### src/rtl/jam_cost_table_pkg.sv
// rtl/jam_cost_table_pkg.sv - shared widths and state encoding for the cost table
package jam_cost_table_pkg;
  localparam int N       = 8;
  localparam int IDX_W   = 3;
  localparam int COST_W  = 7;
  localparam int ADDR_W  = 2 * IDX_W;
  localparam int DEPTH   = N * N;
  localparam int MIN_W   = 10;
  localparam int MATCH_W = 4;

  localparam logic [ADDR_W-1:0] LAST_ADDR = ADDR_W'(DEPTH - 1);

  typedef enum logic [1:0] {
    ST_LOAD  = 2'd0,
    ST_SERVE = 2'd1,
    ST_DONE  = 2'd2
  } state_t;
endpackage

### src/rtl/jam_cost_mem.sv
// rtl/jam_cost_mem.sv - 64-entry cost array with sync write and registered read
module jam_cost_mem
  import jam_cost_table_pkg::*;
(
  input  logic              CLK,
  input  logic              RST,
  input  logic              wr_en,
  input  logic [ADDR_W-1:0] wr_addr,
  input  logic [COST_W-1:0] wr_data,
  input  logic              rd_en,
  input  logic [ADDR_W-1:0] rd_addr,
  output logic [COST_W-1:0] rd_data
);

  logic [COST_W-1:0] mem [DEPTH];

  // Array write; contents deliberately survive reset and clear
  always_ff @(posedge CLK) begin
    if (wr_en) begin
      mem[wr_addr] <= wr_data;
    end
  end

  // Registered read; drives zero whenever lookups are not being served
  always_ff @(posedge CLK or negedge RST) begin
    if (!RST) begin
      rd_data <= '0;
    end else if (rd_en) begin
      rd_data <= mem[rd_addr];
    end else begin
      rd_data <= '0;
    end
  end

endmodule

### src/rtl/jam_cost_table.sv
// rtl/jam_cost_table.sv - cost-matrix responder: preload, lookup and result capture
module jam_cost_table
  import jam_cost_table_pkg::*;
(
  input  logic               CLK,
  input  logic               RST,
  input  logic               clear,
  input  logic               load_valid,
  input  logic [COST_W-1:0]  load_data,
  output logic               load_ready,
  output logic               Ready,
  input  logic [IDX_W-1:0]   W,
  input  logic [IDX_W-1:0]   J,
  output logic [COST_W-1:0]  Cost,
  input  logic               Valid,
  input  logic [MIN_W-1:0]   MinCost,
  input  logic [MATCH_W-1:0] MatchCount,
  output logic               res_valid,
  output logic [MIN_W-1:0]   res_min,
  output logic [MATCH_W-1:0] res_match
);

  state_t            state;
  state_t            state_nx;
  logic [ADDR_W-1:0] ptr;
  logic              load_ready_q;
  logic              ready_q;
  logic              serving;
  logic              wr_en;
  logic              capture;
  logic              load_ready_d;
  logic              ready_d;

  // State register plus the status flags, registered from the next state
  always_ff @(posedge CLK or negedge RST) begin
    if (!RST) begin
      state        <= ST_LOAD;
      load_ready_q <= 1'b0;
      ready_q      <= 1'b0;
    end else begin
      state        <= state_nx;
      load_ready_q <= load_ready_d;
      ready_q      <= ready_d;
    end
  end

  // Next state; clear overrides every other event
  always_comb begin
    state_nx = state;
    if (clear) begin
      state_nx = ST_LOAD;
    end else begin
      case (state)
        ST_LOAD:  if (wr_en && ptr == LAST_ADDR) state_nx = ST_SERVE;
        ST_SERVE: if (Valid) state_nx = ST_DONE;
        ST_DONE:  state_nx = ST_DONE;
        default:  state_nx = ST_LOAD;
      endcase
    end
  end

  // Output decode: handshake strobes and next-cycle status flags
  always_comb begin
    serving      = (state == ST_SERVE) || (state == ST_DONE);
    wr_en        = (state == ST_LOAD) && load_valid && load_ready_q && !clear;
    capture      = serving && Valid && !clear;
    load_ready_d = (state_nx == ST_LOAD);
    ready_d      = (state_nx != ST_LOAD);
  end

  // Preload pointer advances only on accepted words and restarts on clear
  always_ff @(posedge CLK or negedge RST) begin
    if (!RST) begin
      ptr <= '0;
    end else if (clear) begin
      ptr <= '0;
    end else if (wr_en) begin
      ptr <= ptr + 1'b1;
    end
  end

  // Engine result capture; a later Valid overwrites, clear only drops the flag
  always_ff @(posedge CLK or negedge RST) begin
    if (!RST) begin
      res_valid <= 1'b0;
      res_min   <= '0;
      res_match <= '0;
    end else if (clear) begin
      res_valid <= 1'b0;
    end else if (capture) begin
      res_valid <= 1'b1;
      res_min   <= MinCost;
      res_match <= MatchCount;
    end
  end

  jam_cost_mem u_mem (
    .CLK     (CLK),
    .RST     (RST),
    .wr_en   (wr_en),
    .wr_addr (ptr),
    .wr_data (load_data),
    .rd_en   (serving),
    .rd_addr ({W, J}),
    .rd_data (Cost)
  );

  assign load_ready = load_ready_q;
  assign Ready      = ready_q;

endmodule
### config.mk
export PLATFORM = sky130hd
export DESIGN_NAME = jam_cost_table
export DESIGN_NICKNAME = d
export VERILOG_FILES = /design/src/rtl/jam_cost_table_pkg.sv /design/src/rtl/jam_cost_mem.sv /design/src/rtl/jam_cost_table.sv
export SDC_FILE = /design/constraint.sdc
export NUM_CORES = 1
export LEC_CHECK = 0
export ABC_AREA = 1
export BUFFER_PORTS_ARGS = -buffer_cell sky130_fd_sc_hd__buf_2
export CAP_MARGIN = 20
export CORE_MARGIN = 4
export CORE_UTILIZATION = 55
export DETAILED_ROUTE_END_ITERATION = 8
export HOLD_SLACK_MARGIN = 0.05
export PLACE_DENSITY = 0.72
export SYNTH_ARGS = -nofsm -noshare
export SYNTH_HDL_FRONTEND = slang
export SYNTH_SLANG_ARGS = --single-unit
export TNS_END_PERCENT = 20
### constraint.sdc
create_clock -name CLK -period 2.49 [get_ports CLK]
set_input_delay 0.498 -clock CLK [delete_from_list [all_inputs] [get_ports CLK]]
set_output_delay 0.498 -clock CLK [all_outputs]
set_load 0.02 [all_outputs]
Word level (Yosys, flattened, before mapping)
Memories as Yosys holds them, arrays and structs flattened.
Cells that the tools add are included.
{"block": "totals", "latchBits": 0, "memories": 1, "ramBits": 448, "rom_bits": 0, "inputBits": 32, "output_inout_bits": 24, "regBits": 32, "elab_cells": 39}
{"name": "u_mem.mem", "depth": 64, "width": 7, "rd": 1, "rd_ports_with_merged_regs": 0, "write_ports": 1, "line_no": "jam_cost_mem.sv:15", "rtl": "logic [COST_W-1:0] mem [DEPTH];"}
{"block": "op_classes", "reduce_logical": 14, "div_mod_pow": 0, "n_mul": 0, "muxes": 11, "n_addsub": 1, "shifts": 0, "n_eq_ne": 3, "bitwise_logic": 1, "n_lt_le_gt_ge": 0}
{"cell": "$mux 6", "n": 2}
{"cell": "$mux 7", "n": 1}
{"cell": "$add 6x1->6 const B", "n": 1}
{"cell": "$eq 6x6->1 const B", "n": 1}
{"cell": "$logic_and 1x1->1", "n": 6}
{"cell": "$mux 2", "n": 3}
{"cell": "$pmux 2 s3", "n": 1}
{"cell": "$reduce_bool 2->1", "n": 3}
{"cell": "$logic_not 2->1", "n": 2}
{"cell": "$mux 1", "n": 4}
{"cell": "$eq 2x1->1 const B", "n": 1}
{"cell": "$eq 2x2->1 const B", "n": 1}
{"cell": "$reduce_and 2->1", "n": 1}
{"cell": "$logic_not 1->1", "n": 1}
{"cell": "$logic_or 1x1->1", "n": 1}
{"cell": "$not 1->1", "n": 1}

Depth between registers and ports, before layout
{"block": "logic_depth", "depth_word": 9, "mapped_depth": 12, "ltp_nobuf": 10}

Modules after synthesis
From an unflattened synthesis, not the netlist that was laid out.
{"block": "unflattened", "cells_unflattened": 1695, "area_unflattened_um2": 19782.7}
{"module": "jam_cost_mem", "area_each_um2": 18629.1, "seq_area_each_um2": 13628.1, "instances": 1, "cells_per_inst": 1591}
{"module": "jam_cost_table", "area_each_um2": 1153.6, "seq_area_each_um2": 625.6, "instances": 1, "cells_per_inst": 104}

Worst setup path after synthesis
No wires, ideal clock.
{"block": "synth_path", "kind": "flip-flop to flip-flop", "start": "reg state[0]", "end": "mem u_mem.mem[10][0], enable pin", "path_buffers": 0, "setup_slack_ps": 282, "required_ps": 2130, "arrival_ps": 1848, "path_stages_with_launch": 9, "setup_time_ps": 360, "period_less_slack_ps": 2208, "cell_sequence": "dfrtp_1 > inv_1 > ha_1 > nand3_1 > nor2_4 > inv_1 > nor2_4 > nand3_1 > nor2_1"}
{"block": "synth_via", "elab_chain_cells": 6}
{"item": "start, declared", "line_no": "jam_cost_table.sv:23", "rtl": "state_t state;"}
{"item": "start signal, assigned", "line_no": "jam_cost_table.sv:41", "rtl": "state <= state_nx;"}
{"item": "$logic_not 2->1", "line_no": "jam_cost_table.sv:65", "rtl": "wr_en = (state == ST_LOAD) && load_valid && load_ready_q && !clear;"}
{"item": "$logic_and 1x1->1 (3 in series)", "line_no": "jam_cost_table.sv:65"}
{"item": "$mux 1", "line_no": "jam_cost_mem.sv:19", "rtl": "if (wr_en) begin"}
{"item": "$mux 1 (implied by the code)", "line_no": "jam_cost_mem.sv:20", "rtl": "mem[wr_addr] <= wr_data;"}
{"item": "end, declared", "line_no": "jam_cost_mem.sv:15"}
Every way passes these cells.

Worst setup path in the final report
{"block": "layout_path", "start": "reg state[0]", "end": "mem u_mem.mem[4][6], enable pin"}
The elaborated chain is that of the path after synthesis.

==> results.md <==
- Run status: finished clean
- Synth-to-layout area growth: 13.6%
- Worst EP required: 2750 ps
- Reg-to-reg slack, setup: 210 ps
- Drc violations: 0
- Cell variety after synth: 27
- Worst r2r dst: u_mem.mem[4][6]
- PnR worst setup slack: 208 ps
- Register clock-pin slew on the reported worst setup and hold paths: 60 ps
- Pin count of the biggest net entering global routing: 114
- Min Tclk post-route: 2280 ps
- GRT overflow: 0
- Worst Max-Slew Pin Slew: 805 ps
- Clock Tree Buf Depth: 3
- Cell Chain, Critical Path: inv_1 -> ha_1 -> nand3_1 -> nor2_4 -> inv_1 -> nor2_4 -> nand3_2 -> buf_4 -> nor2_1 -> buf_4
- PwrDens: 746 mW/mm²
- HP Class: in -> reg
- I/O pin total: 56
- Max stage delay on crit path: 400 ps
- CP endpoint kind: flop
- WL/cell: 20.8 µm
- Die area: 0.0390 mm²
- Hold EP: res_min[6]
- Initial drt markers: 1662
- Sequential fraction of the synthesis area: 72.3%
- Final Hold Vio Count: 0
- Min-delay src: MinCost[6]
- Synth warn: 0
- WS Path Type: reg -> reg
- LEAKAGE: 8.48 nW
- Synthesized cell area: 0.0197 mm²
- CP bufs+invs: 4
- Worst slack at placement: 201 ps
- Placer congestion estimate: 0.882
- Post-CTS setup buffers: 0
- Slowest CP cell: dfrtp_1
- First-pass GRT wire length: 73.3 mm
- Fin. max-slew vios: 0
- Vias: 13295
- Initial antenna violation count: 2
- H-Tree Depth: 2
- WP data arrival: 2540 ps
- Fraction of layout cells with a size suffix above 1: 13.3%
- Hold Crit Depth: 2
- Clk_lat worst skew: 550 ps
- CTS buffer count: 46
- Routed Antenna Nets: 0
- Max Cap Violations: 0
- FF+latch count, synth: 480
- CORE AREA: 0.0355 mm²
- Setup Skew: 8.84 ps
- Routed WL: 47.5 mm
- Vias in the first global route: 13005
- Synth Instances: 1686
- Crit path max fanout: 7
- Slew Limit Headroom: 46.4%
- DP HPWL: 27.2 mm
- Count of input and output buffers: 55
- Die Y-Extent: 197 µm
- Placed cell count: 2199
- Clk root buf: clkbuf_16
- Reg2Reg Depth: 10
- First-pass DRT Iterations: 6
- Tot Pwr: 16.7 mW
- Setup crit start kind: flop
- Setup violators final: 0
- Setup TNS: 0 ps
- # rows: 69
- Tcrit/Tclk final: 91.6%
- Mapped Avg Cell Area: 11.7 µm²
- Syn_nets: 1723
- # nets final: 1824
- CP top delay family: simple AND/OR/NAND/NOR gates
- Vias per Instance: 5.81
- Die width: 197 µm
- CTS sink cnt: 480
- Overall Global Routing Usage: 24.4%
- Max rail drop VDD: 438 µV
- Fmax: 438 MHz
- Starting Density: 55.6%
- Reg-to-Reg Start: state[0]
- CTS tree: done
- Final Non-Filler Cells: 2287
- RSZ-0062 raised after global routing: false
## how the worst max path moves through the flow
| stage | startpoint | end | depth (start not counted) |
|---|---|---|---|
| global route | state[0] | u_mem.mem[36][6] | 10 |
| finish | state[0] | u_mem.mem[4][6] | 10 |
| floorplan | state[0] | u_mem.mem[10][0] | 8 |
| CTS | state[0] | u_mem.mem[30][2] | 8 |
| detailed placement | state[0] | u_mem.mem[30][1] | 8 |
| global placement | state[0] | u_mem.mem[4][2] | 10 |
## state kept, by name, summed over array words and instances, names as in the netlist
name           cells
res_match          4
state              2
load_ready         1
u_mem.mem        448
u_mem.rd_data      7
ptr                6
res_min           10
Ready              1
res_valid          1
## logic make-up (layout without fill, tap and decap cells)
| family | count (synthesis) | count (layout) | synth area share, % |
|---|---|---|---|
| other | 0 | 2 | 0 |
| xor gates and xnor gates | 1 | 1 | 0.0444 |
| adders and majority gates | 5 | 5 | 0.317 |
| and+or+nand+nor | 1050 | 1050 | 22.7 |
| buffers and inverters | 120 | 258 | 3.47 |
| AOI/OAI and AO/OA | 16 | 16 | 0.425 |
| DFF | 480 | 480 | 72.3 |
| muxes | 14 | 14 | 0.799 |
## routing by layer
layer	wire [µm]	vias up	track usage [%]
met5	0	-	0
met4	1360	0	8.14
met2	23200	677	40.0
li1	-	6100	-
met1	19100	6426	34.4
met3	3950	92	3.09
## where the power goes
part / switching [mW] / internal (mW)
Combinational: 0.693 / 0.257
Sequential: 0.00871 / 8.83
Clock: 2.88 / 4.05
## cells in the mapped netlist
master | number | area (µm²)
buf_8 | 1 | 15.0
buf_1 | 10 | 37.5
inv_2 | 1 | 3.75
buf_4 | 20 | 150
edfxtp_1 | 448 | 13500
o21ai_1 | 1 | 5.00
clkbuf_1 | 13 | 48.8
nand4_1 | 4 | 25.0
nor3_1 | 4 | 20.0
clkinv_4 | 1 | 8.76
nand3_1 | 385 | 1930
dfrtp_1 | 32 | 801
mux2_2 | 14 | 158
xnor2_1 | 1 | 8.76
inv_1 | 20 | 75.1
o22ai_1 | 1 | 6.26
nand3_2 | 3 | 30.0
buf_6 | 12 | 135
ha_1 | 5 | 62.6
buf_2 | 42 | 210
nor2_1 | 72 | 270
nand2_1 | 578 | 2170
o21ai_0 | 2 | 10.0
nor4_1 | 2 | 12.5
nor2_4 | 2 | 22.5
o21bai_1 | 1 | 7.51
a21oi_1 | 11 | 55.1
## cell type report
type                    instances  area [µm²]
inverters                      22        88.8
fillers                      2682       13100
flip-flops and latches        480       14300
diodes                          2        5.00
repair buffers                151        1190
well taps                     461         577
clock inverters                26         224
clock buffers                  59        1280
multi-input cells            1086        4790
## cells in the final DEF (no fill, tap or decap), types with 15 or more instances in the layout
cell / instances
buf_12: 15
buf_2: 53
buf_4: 81
clkbuf_16: 49
dfrtp_1: 32
edfxtp_1: 448
inv_1: 18
nand2_1: 578
nand3_1: 385
nor2_1: 71
## through the flow
stage	hold slack (ps)	utilization, %	instance area [µm²]
final	175	63.2	22400
after global routing	171	63.2	22400
after CTS	154	63.2	22400
after detailed placement	487	58.9	20900
after global placement	469	58.9	20900
after floorplan	202	-	19700
## timing repair
| item | 4_1_cts | 5_1_grt |
|---|---|---|
| setup endpoints to repair | 0 | 7 |
| hold buffers | 1 | 0 |
| endpoints found under the hold margin | 32 | 0 |
| gates resized for setup | 0 | 1 |
## worst reg2reg max path: cells and delay by family, from the launching register on
kind	cells	cell delay (ps)
simple gates	5	760
buf+inv	4	640
flops	1	400
fa+ha+maj	1	200
(Power assumes the default switching activity.)
